<file path="config.mk">
export PLATFORM = sky130hd
export DESIGN_NAME = iot_event_sequencer_flat
export DESIGN_NICKNAME = d
export VERILOG_FILES = /design/src/rtl/iot_event_sequencer_pkg.sv /design/src/rtl/iot_event_sequencer_if.sv /design/src/rtl/iot_event_sequencer_edge_detect.sv /design/src/rtl/iot_event_sequencer.sv /design/src/flat_wrapper.sv
export SDC_FILE = /design/constraint.sdc
export NUM_CORES = 1
export LEC_CHECK = 0
export CORE_ASPECT_RATIO = 1.4
export CORE_MARGIN = 8
export CORE_UTILIZATION = 60
export CTS_CLUSTER_DIAMETER = 100
export CTS_CLUSTER_SIZE = 10
export DETAILED_ROUTE_END_ITERATION = 10
export PLACE_DENSITY = 0.8
export SYNTH_ARGS = -nofsm -noshare
export SYNTH_HDL_FRONTEND = slang
export SYNTH_HIERARCHICAL = 1
export SYNTH_SLANG_ARGS = --single-unit
</file>
<file path="constraint.sdc">
create_clock -name clk -period 8 [get_ports clk]
set_input_delay 1.2 -clock clk [delete_from_list [all_inputs] [get_ports clk]]
set_output_delay 1.2 -clock clk [all_outputs]
set_load 0.005 [all_outputs]
</file>
<file path="src/rtl/iot_event_sequencer_pkg.sv">
// Shared constants and helpers for the IoT event sequencer: direction encodings,
// default counter width and a 16-bit population count.
package iot_pkg;

    localparam logic DIR_UP        = 1'b1;
    localparam logic DIR_DOWN      = 1'b0;
    localparam int   CNT_W_DEFAULT = 8;

    // Callers zero-extend their device vector to 16 bits (N_DEV is at most 16).
    function automatic logic [4:0] popcount(input logic [15:0] v);
        logic [4:0] cnt;
        cnt = '0;
        for (int i = 0; i < 16; i++) begin
            cnt = cnt + 5'(v[i]);
        end
        return cnt;
    endfunction

endpackage

</file>
<file path="src/rtl/iot_event_sequencer_if.sv">
// Device-activity inputs and monitor-facing outputs of the event sequencer.
// master = the side driving devices/enable, slave = the sequencer.
interface iot_event_sequencer_if #(
    parameter int N_DEV = 8,
    parameter int CNT_W = 8
);
    logic [N_DEV-1:0] dev_active;
    logic             en;
    logic             on_off;
    logic             change;
    logic [CNT_W-1:0] pending;
    logic [CNT_W-1:0] shadow_count;
    logic             overflow;

    modport master (
        output dev_active, en,
        input  on_off, change, pending, shadow_count, overflow
    );

    modport slave (
        input  dev_active, en,
        output on_off, change, pending, shadow_count, overflow
    );
endinterface

</file>
<file path="src/rtl/iot_event_sequencer_edge_detect.sv">
// Registers the previous device-activity vector and flags connect (rise) and
// disconnect (fall) edges combinationally against the current inputs.
module iot_edge_detect #(
    parameter int N_DEV = 8
) (
    input  logic             clk,
    input  logic             rst,
    input  logic [N_DEV-1:0] dev_active,
    output logic [N_DEV-1:0] rise,
    output logic [N_DEV-1:0] fall
);

    logic [N_DEV-1:0] prev_active_q;
    logic [N_DEV-1:0] prev_active_d;

    always_comb begin
        prev_active_d = dev_active;
        rise          = dev_active & ~prev_active_q;
        fall          = ~dev_active & prev_active_q;
    end

    // Clearing to zero makes devices already high after reset announce as rises.
    always_ff @(posedge clk) begin
        if (rst) prev_active_q <= '0;
        else     prev_active_q <= prev_active_d;
    end

endmodule

</file>
<file path="src/rtl/iot_event_sequencer.sv">
// Queues device connect/disconnect events and replays them to the active-device
// monitor one per clock, keeping a shadow of the count the monitor should hold.
module iot_event_sequencer
    import iot_pkg::*;
#(
    parameter int N_DEV = 8,
    parameter int CNT_W = iot_pkg::CNT_W_DEFAULT
) (
    input  logic                    clk,
    input  logic                    rst,
    iot_event_sequencer_if.slave    bus
);

    localparam logic [CNT_W-1:0] CNT_MAX = '1;

    logic [N_DEV-1:0] rise;
    logic [N_DEV-1:0] fall;
    logic [15:0]      rise_ext;
    logic [15:0]      fall_ext;

    logic [CNT_W-1:0] pending_up_q,   pending_up_d;
    logic [CNT_W-1:0] pending_down_q, pending_down_d;
    logic [CNT_W-1:0] shadow_count_q, shadow_count_d;
    logic             on_off_q,       on_off_d;
    logic             change_q,       change_d;
    logic             overflow_q,     overflow_d;

    logic             emit_up;
    logic             emit_down;
    logic [CNT_W:0]   up_sum;
    logic [CNT_W:0]   down_sum;
    logic [CNT_W:0]   pending_sum;

    iot_edge_detect #(.N_DEV(N_DEV)) u_edge_detect (
        .clk        (clk),
        .rst        (rst),
        .dev_active (bus.dev_active),
        .rise       (rise),
        .fall       (fall)
    );

    always_comb begin
        rise_ext             = '0;
        fall_ext             = '0;
        rise_ext[N_DEV-1:0]  = rise;
        fall_ext[N_DEV-1:0]  = fall;

        // Up has priority so the monitor never sees a decrement below zero.
        emit_up   = bus.en && (pending_up_q != '0);
        emit_down = bus.en && (pending_up_q == '0) && (pending_down_q != '0);

        // A decrement only happens on a non-zero counter, so the sums cannot underflow.
        up_sum   = {1'b0, pending_up_q}   + (CNT_W+1)'(popcount(rise_ext)) - (CNT_W+1)'(emit_up);
        down_sum = {1'b0, pending_down_q} + (CNT_W+1)'(popcount(fall_ext)) - (CNT_W+1)'(emit_down);

        pending_up_d   = up_sum[CNT_W]   ? CNT_MAX : up_sum[CNT_W-1:0];
        pending_down_d = down_sum[CNT_W] ? CNT_MAX : down_sum[CNT_W-1:0];
        overflow_d     = overflow_q | up_sum[CNT_W] | down_sum[CNT_W];

        on_off_d       = emit_up | emit_down;
        change_d       = emit_down ? DIR_DOWN : DIR_UP;
        shadow_count_d = shadow_count_q;
        if (emit_up)        shadow_count_d = shadow_count_q + 1'b1;
        else if (emit_down) shadow_count_d = shadow_count_q - 1'b1;

        pending_sum = {1'b0, pending_up_q} + {1'b0, pending_down_q};
    end

    always_ff @(posedge clk) begin
        if (rst) begin
            pending_up_q   <= '0;
            pending_down_q <= '0;
            shadow_count_q <= '0;
            on_off_q       <= 1'b0;
            change_q       <= DIR_UP;
            overflow_q     <= 1'b0;
        end else begin
            pending_up_q   <= pending_up_d;
            pending_down_q <= pending_down_d;
            shadow_count_q <= shadow_count_d;
            on_off_q       <= on_off_d;
            change_q       <= change_d;
            overflow_q     <= overflow_d;
        end
    end

    assign bus.on_off       = on_off_q;
    assign bus.change       = change_q;
    assign bus.shadow_count = shadow_count_q;
    assign bus.overflow     = overflow_q;
    assign bus.pending      = pending_sum[CNT_W] ? CNT_MAX : pending_sum[CNT_W-1:0];

endmodule

</file>
<file path="src/flat_wrapper.sv">
// flat-port wrapper written by rule: the top's interface ports become plain ports
module iot_event_sequencer_flat import iot_pkg::*;
#(
    parameter int N_DEV = 8,
    parameter int CNT_W = iot_pkg::CNT_W_DEFAULT
)
  (clk, rst, bus_dev_active, bus_en, bus_on_off, bus_change, bus_pending, bus_shadow_count, bus_overflow);
  iot_event_sequencer_if #(.N_DEV(N_DEV), .CNT_W(CNT_W)) bus_i ();
  input  logic clk;
  input  logic rst;
  input wire logic [$bits(bus_i.dev_active)-1:0] bus_dev_active;
  input wire logic [$bits(bus_i.en)-1:0] bus_en;
  output wire logic [$bits(bus_i.on_off)-1:0] bus_on_off;
  output wire logic [$bits(bus_i.change)-1:0] bus_change;
  output wire logic [$bits(bus_i.pending)-1:0] bus_pending;
  output wire logic [$bits(bus_i.shadow_count)-1:0] bus_shadow_count;
  output wire logic [$bits(bus_i.overflow)-1:0] bus_overflow;
  assign bus_i.dev_active = bus_dev_active;
  assign bus_i.en = bus_en;
  assign bus_on_off = bus_i.on_off;
  assign bus_change = bus_i.change;
  assign bus_pending = bus_i.pending;
  assign bus_shadow_count = bus_i.shadow_count;
  assign bus_overflow = bus_i.overflow;
  iot_event_sequencer #(.N_DEV(N_DEV), .CNT_W(CNT_W)) u_core (.clk(clk), .rst(rst), .bus(bus_i));
endmodule
</file>
==> results of run 1 <==
stage by stage:
stage | setup WS (ns) | util (%)
4_1_cts | 2.94 | 70.9
3_3_place_gp | 2.80 | 68.9
5_1_grt | 2.73 | 70.9
2_1_floorplan | 3.52 | -
3_5_place_dp | 2.66 | 68.9
6_report | 2.95 | 70.9
critical path: cells and delay by family:
kind / cells / cell delay [ns]
fa+ha+maj: 5 / 1.94
xor+xnor: 1 / 0.23
buf+inv: 3 / 0.68
simple gates: 1 / 0.37
compound gates: 4 / 0.79
metal layers:
layer	vias to the layer above	share of wire (%)	track usage [%]
met5	-	0	0
met4	0	2.4	7.00
met3	15	3.5	3.61
met2	41	52	32.1
met1	1112	42	16.5
li1	1259	-	-
registers in the layout, summed over array words and instances (netlist names):
signal and count:
u_core/bus.change 1, u_core/pending_down_q 8, u_core/bus.on_off 1, u_core/u_edge_detect/prev_active_q 8, u_core/bus.overflow 1, u_core/bus.shadow_count 8
u_core/pending_up_q 8
layout make-up:
cell class | count | area share (%)
well taps | 66 | 2.26
repair buffers | 30 | 8.15
clock buffers | 8 | 2.74
inverters | 57 | 5.85
multi-input cells | 261 | 61.8
flip-flops and latches | 35 | 19.2
cells by family after synthesis:
| logic type | after synthesis | share of synthesized area (%) |
|---|---|---|
| AO/OA/AOI/OAI | 84 | 17.5 |
| adder cells (fa/ha/maj) | 74 | 32.4 |
| AND/OR/NAND/NOR | 73 | 12.2 |
| buffers and inverters | 60 | 7.07 |
| flip-flops | 35 | 22.0 |
| XOR/XNOR | 26 | 7.62 |
| multiplexers | 4 | 1.26 |
cell usage after synthesis (all sizes together):
| cell | n | area, um^2 |
|---|---|---|
| nand2 | 9 | 36.3 |
| nor2b | 26 | 163 |
| a311o | 1 | 10.0 |
| inv | 57 | 214 |
| a211oi | 8 | 87.6 |
| o21a | 2 | 15.0 |
| a21oi | 38 | 190 |
| nand3 | 2 | 10.0 |
| o21ai | 21 | 113 |
| mux2i | 4 | 40.0 |
| dfxtp | 35 | 701 |
| nor3 | 4 | 20.0 |
| nand2b | 13 | 81.3 |
| or3 | 1 | 6.26 |
| nor2 | 16 | 60.1 |
| nand4 | 1 | 6.26 |
| xnor2 | 18 | 173 |
| o21bai | 4 | 30.0 |
| o41ai | 1 | 27.5 |
| and2 | 1 | 6.26 |
| clkbuf | 3 | 11.3 |
| xor2 | 8 | 70.1 |
| a31oi | 4 | 46.3 |
| ha | 60 | 751 |
| fa | 14 | 280 |
| a21o | 5 | 38.8 |
path summary, 6_finish.rpt:
path / start / to
setup / recovery: bus_en / u_core/bus.overflow
setup reg to reg: u_core/pending_up_q[6] / u_core/bus.overflow
hold / removal: u_core/bus.overflow / u_core/bus.overflow
hold reg to reg: u_core/bus.overflow / u_core/bus.overflow
==> flow_summary.json, run 1 <==
{
  "outcome": "completed",
  "drcViolationCount": 0,
  "reg2reg_depth": 16,
  "clock_latency_ns": 0.28,
  "ys_ff_latch": 35,
  "route.vias.total": 2427,
  "stdcell_count": 457,
  "setup_viol": 0,
  "fin_crit_sh_pct": 63.1,
  "diodes": 0,
  "clock_path_buffers": 2,
  "vias_per_cell": 5.31,
  "gr-total-overflow": 0,
  "max_stage_delay_ns": 0.51,
  "rsz0062_at_grt": "false",
  "syn-instance-count": 356,
  "nNetsFinal": 475,
  "antenna_found_initial": 0,
  "yosysUniqueCellTypes": 35,
  "layout_common_cells": "60 x ha_1, 57 x inv_1, 38 x a21oi_1",
  "grt_pass1_wl_mm": 10.8,
  "placed_area_um2": 3560,
  "grt_pass1_vias": 2582,
  "whs_path_depth": 2,
  "multiInputGateArea_um2": 2260,
  "final_cell_area_um2": 3660,
  "maxSlewHeadroom_pct": 66.4,
  "portBuffers": 29,
  "core-area_um2": 5160,
  "cp-end-kind": "flop",
  "period_needed_ns": 5.05,
  "cp-start-kind": "input pin",
  "ios": 30,
  "num_rows": 31,
  "holdWs_ns": 0.464,
  "cts_buffers": 5,
  "cts_setup_buffers": 0,
  "fmax_mhz": 198,
  "hpwlAfterDp_mm": 5.01,
  "path_cells": "clkdlybuf4s50_1 -> nand2_1 -> inv_1 -> ha_1 -> fa_1 -> fa_1 -> fa_1 -> inv_1 -> fa_1 -> a211oi_2 -> o21ai_1 -> a31oi_2 -> xnor2_2 -> a31oi_1",
  "root_buffer": "clkbuf_8",
  "start_util_pct": 61.8,
  "gp_congestion": 0.852,
  "critPathRequiredTime_ns": 8.15,
  "drt_pass1_iterations": 4,
  "cts_resized": 0,
  "cts.sinks": 35,
  "finalHoldViolations": 0,
  "crit_top_cell": "fa_1",
  "r2r_slack_ns": 3.47,
  "die_h_um": 102,
  "fill_cells": 413,
  "drt_iter0_markers": 90,
  "arrival_ns": 5.20,
  "fin_setup_tns_ns": 0,
  "cts_max_level": 2,
  "yosysWarningCount": 6,
  "grt_start_max_net_pins": 36,
  "grt_use_total_pct": 16.6,
  "placedCellCount": 449,
  "critPathMaxFanout": 12,
  "cpMaxStageDelayCell": "fa_1",
  "yosysSeqAreaShare_pct": 22.0,
  "cap_violations": 0,
  "drive_above_1_share_pct": 5.37,
  "worstSetupPathType": "in2reg",
  "syn_area_um2": 3190,
  "wl_per_cell_um": 13.7,
  "postRouteAntennaNets": 0,
  "die_area_um2": 7930,
  "cts_hold_buf": 0,
  "area_growth_pct": 14.7,
  "maxSlewViolCount": 0,
  "register_area_um2": 701,
  "die_w_um": 77.6,
  "cts_tree": "built",
  "tightest_slew_ns": 0.502,
  "hold_class": "reg2reg",
  "syn_avg_cell_area_um2": 8.95,
  "routed_wirelength_mm": 6.28,
  "clkSlewWorstSetupHoldPaths_ns": 0.07,
  "postSynthNetCount": 441,
  "final_common_cell": "ha_1",
  "skew_ns": 0.00469
}
Power of run 1 is left out: the tool's default activity adds up to more than one toggle a clock period on the data nets, which glitch-free logic cannot reach.
==> inputs of run 2 (changes only) <==
CORE_UTILIZATION = 53   (was 60)
PLACE_DENSITY = 0.75   (was 0.8)
clock period = 4.1 ns   (was 8 ns; I/O delays follow)
==> run 2 against run 1 <==
Net effect:
- critical path depth is 3 higher
- final area grew 13%
- the run now ends with setup timing left
- critical endpoint unchanged
- utilization grew 0.22 points
- via count is 9.0% higher
- global-route usage down 0.057 points
- first-iteration DRC count is 18% higher
- setup slack lost 3.0 ns
- die area increased by 11%
==> flow_summary.json, run 2 (synthesis results as in run 1) <==
{
  "holdWs_ns": 0.487,
  "hpwlAfterDp_mm": 5.40,
  "route.vias.total": 2645,
  "antenna_found_initial": 0,
  "holdCritStartpoint": "u_core/bus.overflow",
  "grt_pass1_wl_mm": 11.7,
  "cts_max_level": 2,
  "fmax_mhz": 241,
  "setup_viol": 9,
  "worstSetupPathType": "reg2reg",
  "cts_hold_buf": 0,
  "maxSlewHeadroom_pct": 45.7,
  "wl_per_cell_um": 14.7,
  "clock_latency_ns": 0.29,
  "outcome": "finished with violations",
  "r2r-end": "u_core/bus.overflow",
  "critPathRequiredTime_ns": 4.26,
  "skew_ns": 0.00712,
  "grt_use_total_pct": 16.5,
  "max_stage_delay_ns": 0.56,
  "grt_start_max_net_pins": 36,
  "clock_path_buffers": 2,
  "diodes": 0,
  "die_w_um": 81.5,
  "ios": 30,
  "start_util_pct": 54.7,
  "hold_end": "u_core/bus.overflow",
  "cp-end-kind": "flop",
  "die_h_um": 108,
  "hold_class": "reg2reg",
  "num_rows": 33,
  "whs_path_depth": 2,
  "drt_pass1_iterations": 4,
  "placedCellCount": 471,
  "root_buffer": "clkbuf_8",
  "period_needed_ns": 4.14,
  "reg2reg_depth": 17,
  "maxSlewViolCount": 0,
  "path_cells": "inv_2 -> ha_4 -> nand4_1 -> buf_4 -> nor2_4 -> ha_4 -> fa_1 -> fa_1 -> fa_2 -> inv_2 -> fa_2 -> a211oi_4 -> o21ai_2 -> a31oi_4 -> buf_12 -> xnor2_4 -> a31oi_1",
  "cap_violations": 0,
  "gp_congestion": 0.871,
  "r2r_slack_ns": -0.04,
  "tightest_slew_ns": 0.809,
  "arrival_ns": 4.31,
  "fin_crit_sh_pct": 101,
  "violations": "setup timing",
  "layout_setup_ws_ns": -0.0440,
  "cts_tree": "built",
  "cts.sinks": 35,
  "portBuffers": 29,
  "critPathMaxFanout": 5,
  "finalHoldViolations": 0,
  "clkSlewWorstSetupHoldPaths_ns": 0.07,
  "area_growth_pct": 29.9,
  "drive_above_1_share_pct": 24.2,
  "gr-total-overflow": 0,
  "rsz0062_at_grt": "true",
  "cp-start-kind": "flop",
  "final_common_cell": "ha_1",
  "drt_iter0_markers": 106,
  "vias_per_cell": 5.30,
  "drcViolationCount": 0,
  "grt_pass1_vias": 2795,
  "core-area_um2": 5820,
  "cts_buffers": 5,
  "nNetsFinal": 514,
  "stdcell_count": 499,
  "cpMaxStageDelayCell": "fa_1",
  "layout_common_cells": "52 x ha_1, 44 x inv_1, 36 x buf_4",
  "r2r-start": "u_core/pending_up_q[2]",
  "die_area_um2": 8790,
  "postRouteAntennaNets": 0,
  "routed_wirelength_mm": 7.34
}
run 2: worst max-delay path by stage:
stage               cells after the start                  endpoint  slack [ns]                      from
floorplan                              16       u_core/bus.overflow        0.14  u_core/pending_down_q[6]
global placement                       14       u_core/bus.overflow       -0.38         bus_dev_active[3]
detailed placement                     14  u_core/pending_down_q[0]       -0.46         bus_dev_active[3]
CTS                                    16       u_core/bus.overflow      -0.002  u_core/pending_down_q[4]
global route                           17       u_core/bus.overflow       -0.19    u_core/pending_up_q[2]
finish                                 17       u_core/bus.overflow       -0.04    u_core/pending_up_q[2]
run 2: through the flow:
step | area, um^2 | setup TNS (ns) | setup slack [ns] | util, %
after CTS | 3870 | -0.00231 | -0.00231 | 66.4
final | 4140 | -0.212 | -0.0440 | 71.1
after global placement | 3700 | -6.03 | -0.382 | 63.5
after global routing | 4140 | -1.62 | -0.194 | 71.1
after detailed placement | 3700 | -7.40 | -0.459 | 63.5
after floorplan | 3190 | 0 | 0.139 | -
run 2: final cells by class:
type	count	area (um^2)
Multi-Input combinational cell	263	2450
Clock buffer	6	82.6
Tap cell	70	87.6
Sequential cell	35	713
Clock inverter	1	5.00
Inverter	57	214
Fill cell	436	1680
Timing Repair Buffer	67	588
run 2: routing by layer:
metal  GRT usage [%]  vias up  share of wire, %
met2            31.4       44                56
met1            17.2     1255                40
met4            5.90        0               1.3
met3            2.84        8               2.9
met5               0        -                 0
li1                -     1338                 -
run 2: worst max-delay path, delay by kind of cell, from the launching register on:
kind | cells | cell delay, ns
AOI/OAI and AO/OA | 4 | 0.72
buffers and inverters | 4 | 0.49
and+or+nand+nor | 2 | 0.33
adders and majority gates | 6 | 1.98
xor gates and xnor gates | 1 | 0.15
DFF | 1 | 0.33
run 2: timing repair:
item | CTS | global route
cloned | 2 | 0
buffers inserted | 5 | 14
pin swaps | 17 | 29
setup endpoints to repair | 17 | 17
gates resized for setup | 9 | 54
Power of run 2 is left out for the same reason.
==> inputs of run 3 (changes only) <==
CORE_ASPECT_RATIO = not set   (was 1.4)
==> run 3 against run 2 <==
Net effect:
- the flow now finishes without violations
- final area is essentially flat
- via count is essentially flat
- critical endpoint unchanged
- utilization shrank 0.37 points
- largest cell class unchanged
- first-iteration DRC count down 0.94%
==> flow_summary.json, run 3 (synthesis results as in run 1) <==
{
  "outcome": "completed",
  "nNetsFinal": 519,
  "fin_crit_sh_pct": 99.6,
  "rsz0062_at_grt": "true",
  "gp_congestion": 0.838,
  "final_util_pct": 70.7,
  "arrival_ns": 4.25,
  "grt_pass1_vias": 2752,
  "placed_area_um2": 3670,
  "skew_ns": 0.00311,
  "fmax_mhz": 245,
  "ios": 30,
  "drt_pass1_iterations": 4,
  "tightest_slew_ns": 0.798,
  "clkSlewWorstSetupHoldPaths_ns": 0.07,
  "final_cell_area_um2": 4140,
  "critPathRequiredTime_ns": 4.26,
  "antenna_found_initial": 0,
  "cts_max_level": 2,
  "hpwlAfterDp_mm": 5.01,
  "r2r-start": "u_core/pending_down_q[6]",
  "max_stage_delay_ns": 0.52,
  "portBuffers": 29,
  "wl_per_cell_um": 14.2,
  "cts_buffers": 5,
  "final_common_cell": "ha_1",
  "period_needed_ns": 4.09,
  "cts.sinks": 35,
  "holdCritStartpoint": "u_core/bus.shadow_count[5]",
  "cp_num_buf_inv": 3,
  "gr-total-overflow": 0,
  "vias_per_cell": 5.20,
  "postRouteAntennaNets": 0,
  "worstSetupPathType": "reg2reg",
  "hold_class": "reg2reg",
  "layout_common_cells": "54 x ha_1, 46 x inv_1, 43 x buf_4",
  "cts_tree": "built",
  "area_growth_pct": 29.8,
  "die_h_um": 93.5,
  "finalHoldViolations": 0,
  "die_w_um": 93.5,
  "maxSlewHeadroom_pct": 46.4,
  "critPathMaxFanout": 5,
  "maxSlewViolCount": 0,
  "start_util_pct": 54.5,
  "cpMaxStageDelayCell": "fa_1",
  "timing.critical_path.from": "u_core/pending_down_q[6]",
  "num_rows": 28,
  "clock_path_buffers": 2,
  "grt_pass1_wl_mm": 11.8,
  "cp-end-kind": "flop",
  "multiInputGateArea_um2": 2440,
  "clock_latency_ns": 0.29,
  "grt_use_total_pct": 16.5,
  "diodes": 0,
  "drt_iter0_markers": 105,
  "fin_setup_tns_ns": 0,
  "cts_hold_buf": 0,
  "routed_wirelength_mm": 7.24,
  "route.vias.total": 2644,
  "setup_viol": 0,
  "fill_cells": 444,
  "drcViolationCount": 0,
  "path_cells": "inv_2 -> ha_4 -> inv_2 -> o41ai_4 -> nor2_4 -> ha_1 -> fa_1 -> fa_1 -> fa_2 -> inv_1 -> fa_2 -> a211oi_4 -> o21ai_2 -> a31oi_4 -> xnor2_4 -> a31oi_1",
  "core-area_um2": 5850,
  "grt_start_max_net_pins": 36,
  "die_area_um2": 8750,
  "drive_above_1_share_pct": 22.9,
  "register_area_um2": 714,
  "cp-start-kind": "flop",
  "critPathTopFamily": "adder cells",
  "cap_violations": 0,
  "root_buffer": "clkbuf_8"
}
run 3: cell count changes in the layout (fill, tap and decap cells not counted), sizes merged:
cell,before,now
dlygate4sd2,1,2
buf,38,43
dlymetal6s2s,1,0
clkinv,1,0
run 3: layout make-up:
cell class	instances	share of cell area [%]
multi-input combinational	263	58.9
sequential	35	17.3
timing repair buffer	72	14.6
inverter	57	5.17
tap	75	2.27
clock buffer	6	1.75
run 3: what timing repair did:
item / 4_1_cts / 5_1_grt
resized for setup: 13 / 43
setup endpoints to repair: 17 / 18
buffers inserted: 21 / 8
cloned: 2 / 0
pin swaps: 18 / 22
run 3: worst reg2reg max path, stage by stage (launching register included):
cell      delay (ns)
dfxtp_2         0.32
inv_2           0.07
ha_4            0.13
inv_2           0.04
o41ai_4         0.40
nor2_4          0.06
ha_1            0.31
fa_1            0.46
fa_1            0.52
fa_2            0.20
inv_1           0.06
fa_2            0.37
a211oi_4        0.26
o21ai_2         0.11
a31oi_4         0.32
xnor2_4         0.20
a31oi_1         0.12
run 3: routing by layer:
layer | vias up | GRT usage, % | part of all wire (%)
met2 | 52 | 31.0 | 50
met5 | - | 0 | 0
met4 | 0 | 4.49 | 1.3
li1 | 1342 | - | -
met3 | 10 | 3.45 | 3.8
met1 | 1240 | 18.3 | 44
run 3: worst paths after layout:
| path | end | slack [ns] | cells past startpoint |
|---|---|---|---|
| max | u_core/bus.overflow | 0.01 | 16 |
| max reg2reg | u_core/bus.overflow | 0.01 | 16 |
| min reg2reg | u_core/bus.shadow_count[5] | 0.49 | 2 |
| min | u_core/bus.shadow_count[5] | 0.49 | 2 |
run 3: through the flow:
stage | setup slack, ns | cells | hold WS [ns]
2_1_floorplan | 0.139 | 356 | 0.457
3_3_place_gp | -0.390 | 472 | 0.471
3_5_place_dp | -0.522 | 472 | 0.484
4_1_cts | 0.000309 | 501 | 0.494
5_1_grt | -0.0966 | 508 | 0.511
6_report | 0.0148 | 508 | 0.489
Power of run 3 is left out for the same reason.
